`src/rtl/mealy_secuencia_fsm.sv`:
```
// rtl/mealy_secuencia_fsm.sv - Mealy serial pattern detector with overlap, match counter and overflow flag
// Transition table is derived from PATTERN at elaboration; y is registered, z is combinational.
module mealy_secuencia_fsm #(
  parameter int                     PATTERN_LEN = 4,
  parameter logic [PATTERN_LEN-1:0] PATTERN     = 4'b1011,
  parameter int                     STATE_W     = 3,
  parameter int                     CNT_W       = 8
) (
  input  logic               clk,
  input  logic               rst,
  input  logic               en,
  input  logic               w,
  input  logic               clr_cnt,
  output logic [STATE_W-1:0] y,
  output logic               z,
  output logic [CNT_W-1:0]   match_count,
  output logic               overflow
);

  localparam int         NUM_STATES = 2 ** STATE_W;
  localparam logic [8:0] PAT9       = 9'(PATTERN);

  // Longest proper prefix of PATTERN that is a suffix of (first k pattern bits, then b).
  function automatic logic [STATE_W-1:0] calc_next(input int k, input logic b);
    logic [8:0] seq;
    logic [8:0] mask;
    logic [8:0] pre;
    int         best;
    seq  = ((PAT9 >> (PATTERN_LEN - k)) << 1) | 9'(b);
    best = 0;
    for (int j = 1; j < PATTERN_LEN; j++) begin
      mask = (9'd1 << j) - 9'd1;
      pre  = PAT9 >> (PATTERN_LEN - j);
      if ((j <= k + 1) && ((seq & mask) == pre)) best = j;
    end
    return STATE_W'(best);
  endfunction

  // Unreachable encodings map to S0 so an upset state recovers on the next enabled bit.
  logic [STATE_W-1:0] next_tab [NUM_STATES*2];

  for (genvar k = 0; k < NUM_STATES; k++) begin : g_tab
    for (genvar b = 0; b < 2; b++) begin : g_bit
      if (k < PATTERN_LEN) begin : g_live
        assign next_tab[k*2+b] = calc_next(k, 1'(b));
      end else begin : g_dead
        assign next_tab[k*2+b] = '0;
      end
    end
  end

  logic [STATE_W-1:0] y_q, y_d;
  logic [CNT_W-1:0]   cnt_q, cnt_d;
  logic               ovf_q, ovf_d;
  logic               z_int;

  assign z_int = en & (y_q == STATE_W'(PATTERN_LEN - 1)) & (w == PATTERN[0]);

  always_comb begin
    y_d   = y_q;
    cnt_d = cnt_q;
    ovf_d = ovf_q;
    if (en) y_d = next_tab[{y_q, w}];
    // Clear first, so a detection in the clearing cycle leaves a count of one.
    if (clr_cnt) begin
      cnt_d = '0;
      ovf_d = 1'b0;
    end
    if (z_int) begin
      if (cnt_d == '1) ovf_d = 1'b1;
      else             cnt_d = cnt_d + 1'b1;
    end
  end

  always_ff @(posedge clk) begin
    if (rst) begin
      y_q   <= '0;
      cnt_q <= '0;
      ovf_q <= 1'b0;
    end else begin
      y_q   <= y_d;
      cnt_q <= cnt_d;
      ovf_q <= ovf_d;
    end
  end

  assign y           = y_q;
  assign z           = z_int;
  assign match_count = cnt_q;
  assign overflow    = ovf_q;

endmodule

```
`config.mk`:
```
export PLATFORM = sky130hd
export DESIGN_NAME = mealy_secuencia_fsm
export DESIGN_NICKNAME = d
export VERILOG_FILES = /design/src/rtl/mealy_secuencia_fsm.sv
export SDC_FILE = /design/constraint.sdc
export NUM_CORES = 1
export LEC_CHECK = 0
export ABC_AREA = 1
export CAP_MARGIN = 20
export CORE_MARGIN = 2
export CORE_UTILIZATION = 38
export CTS_CLUSTER_SIZE = 14
export DETAILED_ROUTE_END_ITERATION = 7
export MAX_ROUTING_LAYER = met4
export PLACE_DENSITY = 0.66
export SLEW_MARGIN = 20
export SYNTH_ARGS = -nofsm -noshare
export SYNTH_HDL_FRONTEND = slang
export SYNTH_SLANG_ARGS = --single-unit
```
`constraint.sdc`:
```
create_clock -name clk -period 2.51 [get_ports clk]
set_input_delay 0.502 -clock clk [delete_from_list [all_inputs] [get_ports clk]]
set_output_delay 0.502 -clock clk [all_outputs]
set_load 0.01 [all_outputs]
```
== Yosys cells after proc, flatten, opt, wreduce, memory -nomap -nowiden ==
Memory sizes are Yosys's and may differ from the RTL's. A register that Yosys moved wholly into a read port is not among the register bits.
Index checks and enable logic that the tools add are counted.
Cells by class
  add/subtract/negate cells: 1
  $mul: 0
  div/mod/pow operators: 0
  $lt $le $gt $ge: 0
  equal/unequal tests: 2
  shift-type cells: 0
  mux-type cells: 6
  bitwise logic cells: 3
  reductions and logical operators: 0
Operators with widths (count)
  2-to-1 mux 8 bit: 3
  adder 8 x 1 -> 8 bit (second input constant): 1
  equality test 8 bit (second input constant): 1
  inverter 4 -> 5 bit: 1
  equality test 3 x 2 -> 1 bit (second input constant): 1
  2-to-1 mux 1 bit: 3
  AND 1 bit: 2
Word-level totals
  bits in registers: 9
  latch bits: 0
  RAM bits: 0
  ROM bits: 48
  input port bits: 5
  output and inout port bits: 13
  memories: 1
Memory list
  (no name shown): words 16, width 3, read ports 1, clocked after memory_dff 1, write ports 0, line 63  | if (en) y_d = next_tab[{y_q, w}];

== Logic depth before layout (Yosys ltp) ==
  depth after elaboration: 4
  mapped depth: 8
  depth with buffers taken out: 8

== Worst setup path before layout ==
No wires, ideal clock.
  path type: input port to flip-flop
  start point: input clr_cnt
  end point: register cnt_q[5], in the netlist match_count[5]
  setup time: 0.115 ns
  arrival: 1.126 ns
  slack: 1.269 ns
  cell stages on the path: 6
  buffers on the path: 0
  cells stage by stage: inv_4 > nand3_4 > nor2_4 > nand3_4 > a21oi_1 > nor2_1
Between the ends
  longest elaborated chain between the ends: 4
  elaborated cells on any way between the ends: 5
  those cells by class: 1 x add/sub; 1 x eq/ne; 3 x mux
Ends and longest elaborated chain
  start, declared: line 13  | input logic clr_cnt,
  2-to-1 mux 8 bit (*): line 65  | if (clr_cnt) begin
  adder 8 x 1 -> 8 bit or equality test 8 bit (tied branches): line 71, 70
  2-to-1 mux 8 bit: line 70  | if (cnt_d == '1) ovf_d = 1'b1;
  2-to-1 mux 8 bit (*): line 69  | if (z_int) begin
  end signal, assigned: line 82  | cnt_q <= cnt_d;
  end, declared: line 53  | logic [CNT_W-1:0] cnt_q, cnt_d;
Every way passes the cells marked *; elsewhere a longest branch is shown, timed or not.
A chain may end at the register's enable or synchronous reset.

== Worst setup path after layout ==
  start point: input en
  end point: output z
Between the ends
  longest elaborated chain between the ends: 2
Ends and longest elaborated chain
  start, declared: line 11  | input logic en,
  AND 1 bit (2 in a row): line 57  | assign z_int = en & (y_q == STATE_W'(PATTERN_LEN - 1)) & (w == PATTERN[0]);
  end, declared: line 15  | output logic z,
Every way passes these cells.

==> flow_summary.ini <==
[status]
status = finished, final reports clean

[clocking]
cts_hold_buffers = 0
ctsLongestPathBuffers = 2
cts_buffers = 3
cts_sinks = 11
htree_levels = 1
cts-root-buf = clkbuf_4
clk_pin_slew_ns = 0.07
cts_tree = built
clkLatencyLatePin_ns = 0.27
cts-resized-gates = 0
cts_setup_buffers = 0

[sta]
timing.final.crit_share_pct = 92.53
hold_viol = 0
period_needed_ns = 2.323
fmax_mhz = 430.6
rsz0062_at_grt = false
skew_ns = 0.004023
drv_slew = 0
tns_ns = 0
setup_viol = 0

[setup_path]
critPathMostFrequentCell = clkdlybuf4s50_1
worst-endpoint-required_ns = 2.01
arrival_ns = 1.82
cpMaxStageDelayCell = clkdlybuf4s50_1
crit_type = input port to primary output
cp_top_family = buffers and inverters
crit_path_end_kind = primary output
cp_max_fo = 4
crit_path_cell_trace = clkdlybuf4s50_1 > nand2_2 > nor2_2 > clkdlybuf4s50_1
cp_num_buf_inv = 2
max_stage_delay_ns = 0.56
start_kind = input port

[cells_and_area]
area_growth_pct = 30.48
antenna_cells = 0
seqCellArea_um2 = 220.2
nets = 120
fin_util_pct = 51.31
drive_above_1_share_pct = 12.39
multiInputGateArea_um2 = 366.6
n_fill_cell = 179

[power_and_ir_drop]
p_seq_share_pct = 54.3
p_int_uw = 248.9
pwr-share-comb_pct = 8.1
p_leak_uw = 0.0003392
p_sw_share_pct = 23.75
p_switching_uw = 77.53
vdd_drop_max_mv = 0.2051
p_per_area_nw_per_um2 = 380.8
clockPowerShare_pct = 37.6

[floorplanning]
die_area_um2 = 2077
ioPinCount = 18
dieWidth_um = 45.58
initial_utilization_pct = 39.33
core_um2 = 1670
num_rows = 15
die_h_um = 45.58

[hold_path]
min-delay-path-class = register to register

[synthesis]
syn_inst = 94
synthTopCellsByArea = dfxtp_1 (34%), nand2_1 (11%), inv_1 (8.6%), a21oi_1 (8.4%), nand3_4 (8.0%)
synthArstFlopShare_pct = 0
synth_edf_count = 0
netlist_area_um2 = 656.9
ys_dominant_reg_cell = dfxtp_1
synth_top_area_share_pct = 33.52
synth_area_per_cell_um2 = 6.988
yosys-top-cells-count = nand2_1 (20), inv_1 (15), a21oi_1 (11), dfxtp_1 (11), nor2_1 (10)
synthMostInstantiatedCell = nand2_1
yosysTopAreaCell = dfxtp_1
yosysWarnings = 0
synth_cell_types = 20
synth_seq_cells = 11
syn-num-nets = 100
ys_seq_area_share_pct = 33.52

[global_routing]
grt_use_total_pct = 16.11
grt_pass1_vias = 586
grt_overflow_total = 0
grt_start_max_net_pins = 11
grt_pass1_wl_um = 2332
antenna_found_initial = 0

[drt]
dr.pass1.iters = 4
antenna_left = 0
viasPerCell = 5.031
drc = 0
via_count = 654
drt_wl_total_um = 1423
wl_per_cell_um = 10.95
drt_iter0_markers = 8

[placed_design]
place_hpwl_um = 1122
gp_congestion = 0.7564
io_buffers = 16

[run]
max-cap-violations = 0
-- metal layers --
metal | global-route usage [%] | vias to the layer above | share of wire, %
met5 | - | - | 0
met4 | 10.59 | 0 | 1.5
met3 | 2.778 | 4 | 5.3
met2 | 25.35 | 16 | 44
met1 | 18.55 | 290 | 49
li1 | - | 344 | -
-- power groups by stage --
stage	combinational [uW]	sequential [uW]	clock, uW
detailed placement	26.4	181	0
CTS	26.5	177	128
global route	28.7	177	135
global placement	26.0	181	0
finish	26.4	177	123
floorplan	12.5	182	0
-- logic make-up after synthesis --
| group | after synthesis | synth area share [%] |
|---|---|---|
| DFF | 11 | 33.52 |
| buffers and inverters | 17 | 10.67 |
| adders and majority gates | 1 | 1.904 |
| AOI/OAI and AO/OA | 13 | 10.48 |
| and+or+nand+nor | 51 | 42.86 |
| other | 1 | 0.5709 |
-- layout by cell type (no fill, tap or decap), drive strengths merged --
cell,Yosys,final
a311oi,1,1
clkdlybuf4s50,0,16
nand3,8,8
dfxtp,11,11
conb,1,1
a21oi,11,11
nand4,3,3
nor2,14,14
inv,16,16
o21ai,1,1
nand2,22,22
nor3,4,4
clkbuf,0,4
ha,1,1
-- sequential cells by signal, indices dropped and copies added, names as in the netlist --
register	cells
y	2
match_count	8
overflow	1
-- final timing paths --
| check | depth (start not counted) | to | from | slack (ns) |
|---|---|---|---|---|
| worst max-delay path | 4 | z | en | 0.19 |
| worst min-delay path | 2 | overflow | overflow | 0.47 |
| worst max register to register | 7 | match_count[5] | match_count[6] | 1.30 |
| worst min register to register | 2 | overflow | overflow | 0.47 |
-- stage by stage --
step / cell area [um^2] / std cells / worst slack (ns) / hold WS, ns / total power [uW]
detailed placement: 830.8 / 126 / 0.1969 / 0.4689 / 207.6
CTS: 857.1 / 130 / 0.1889 / 0.4792 / 331.1
floorplan: 656.9 / 94 / 1.269 / 0.4815 / 194.1
global route: 857.1 / 130 / 0.1343 / 0.5091 / 341.1
global placement: 830.8 / 126 / 0.2231 / 0.4568 / 207.2
finish: 857.1 / 130 / 0.1875 / 0.4710 / 326.4
-- worst reg2reg max path: stages (launching register included) --
cell and delay (ns):
dfxtp_1 0.33, inv_1 0.05, nor2_1 0.16, nand2_1 0.10, inv_1 0.12, nand3_4 0.12, a21oi_1 0.17, nor2_1 0.06
-- layout make-up --
| cell class | count | share of cell area, % |
|---|---|---|
| Timing Repair Buffer | 16 | 18.69 |
| Tap cell | 17 | 2.482 |
| Inverter | 16 | 7.299 |
| Sequential cell | 11 | 25.69 |
| Multi-Input combinational cell | 66 | 42.77 |
| Clock buffer | 4 | 3.066 |
Note: power is estimated with default switching activity, not from simulation.
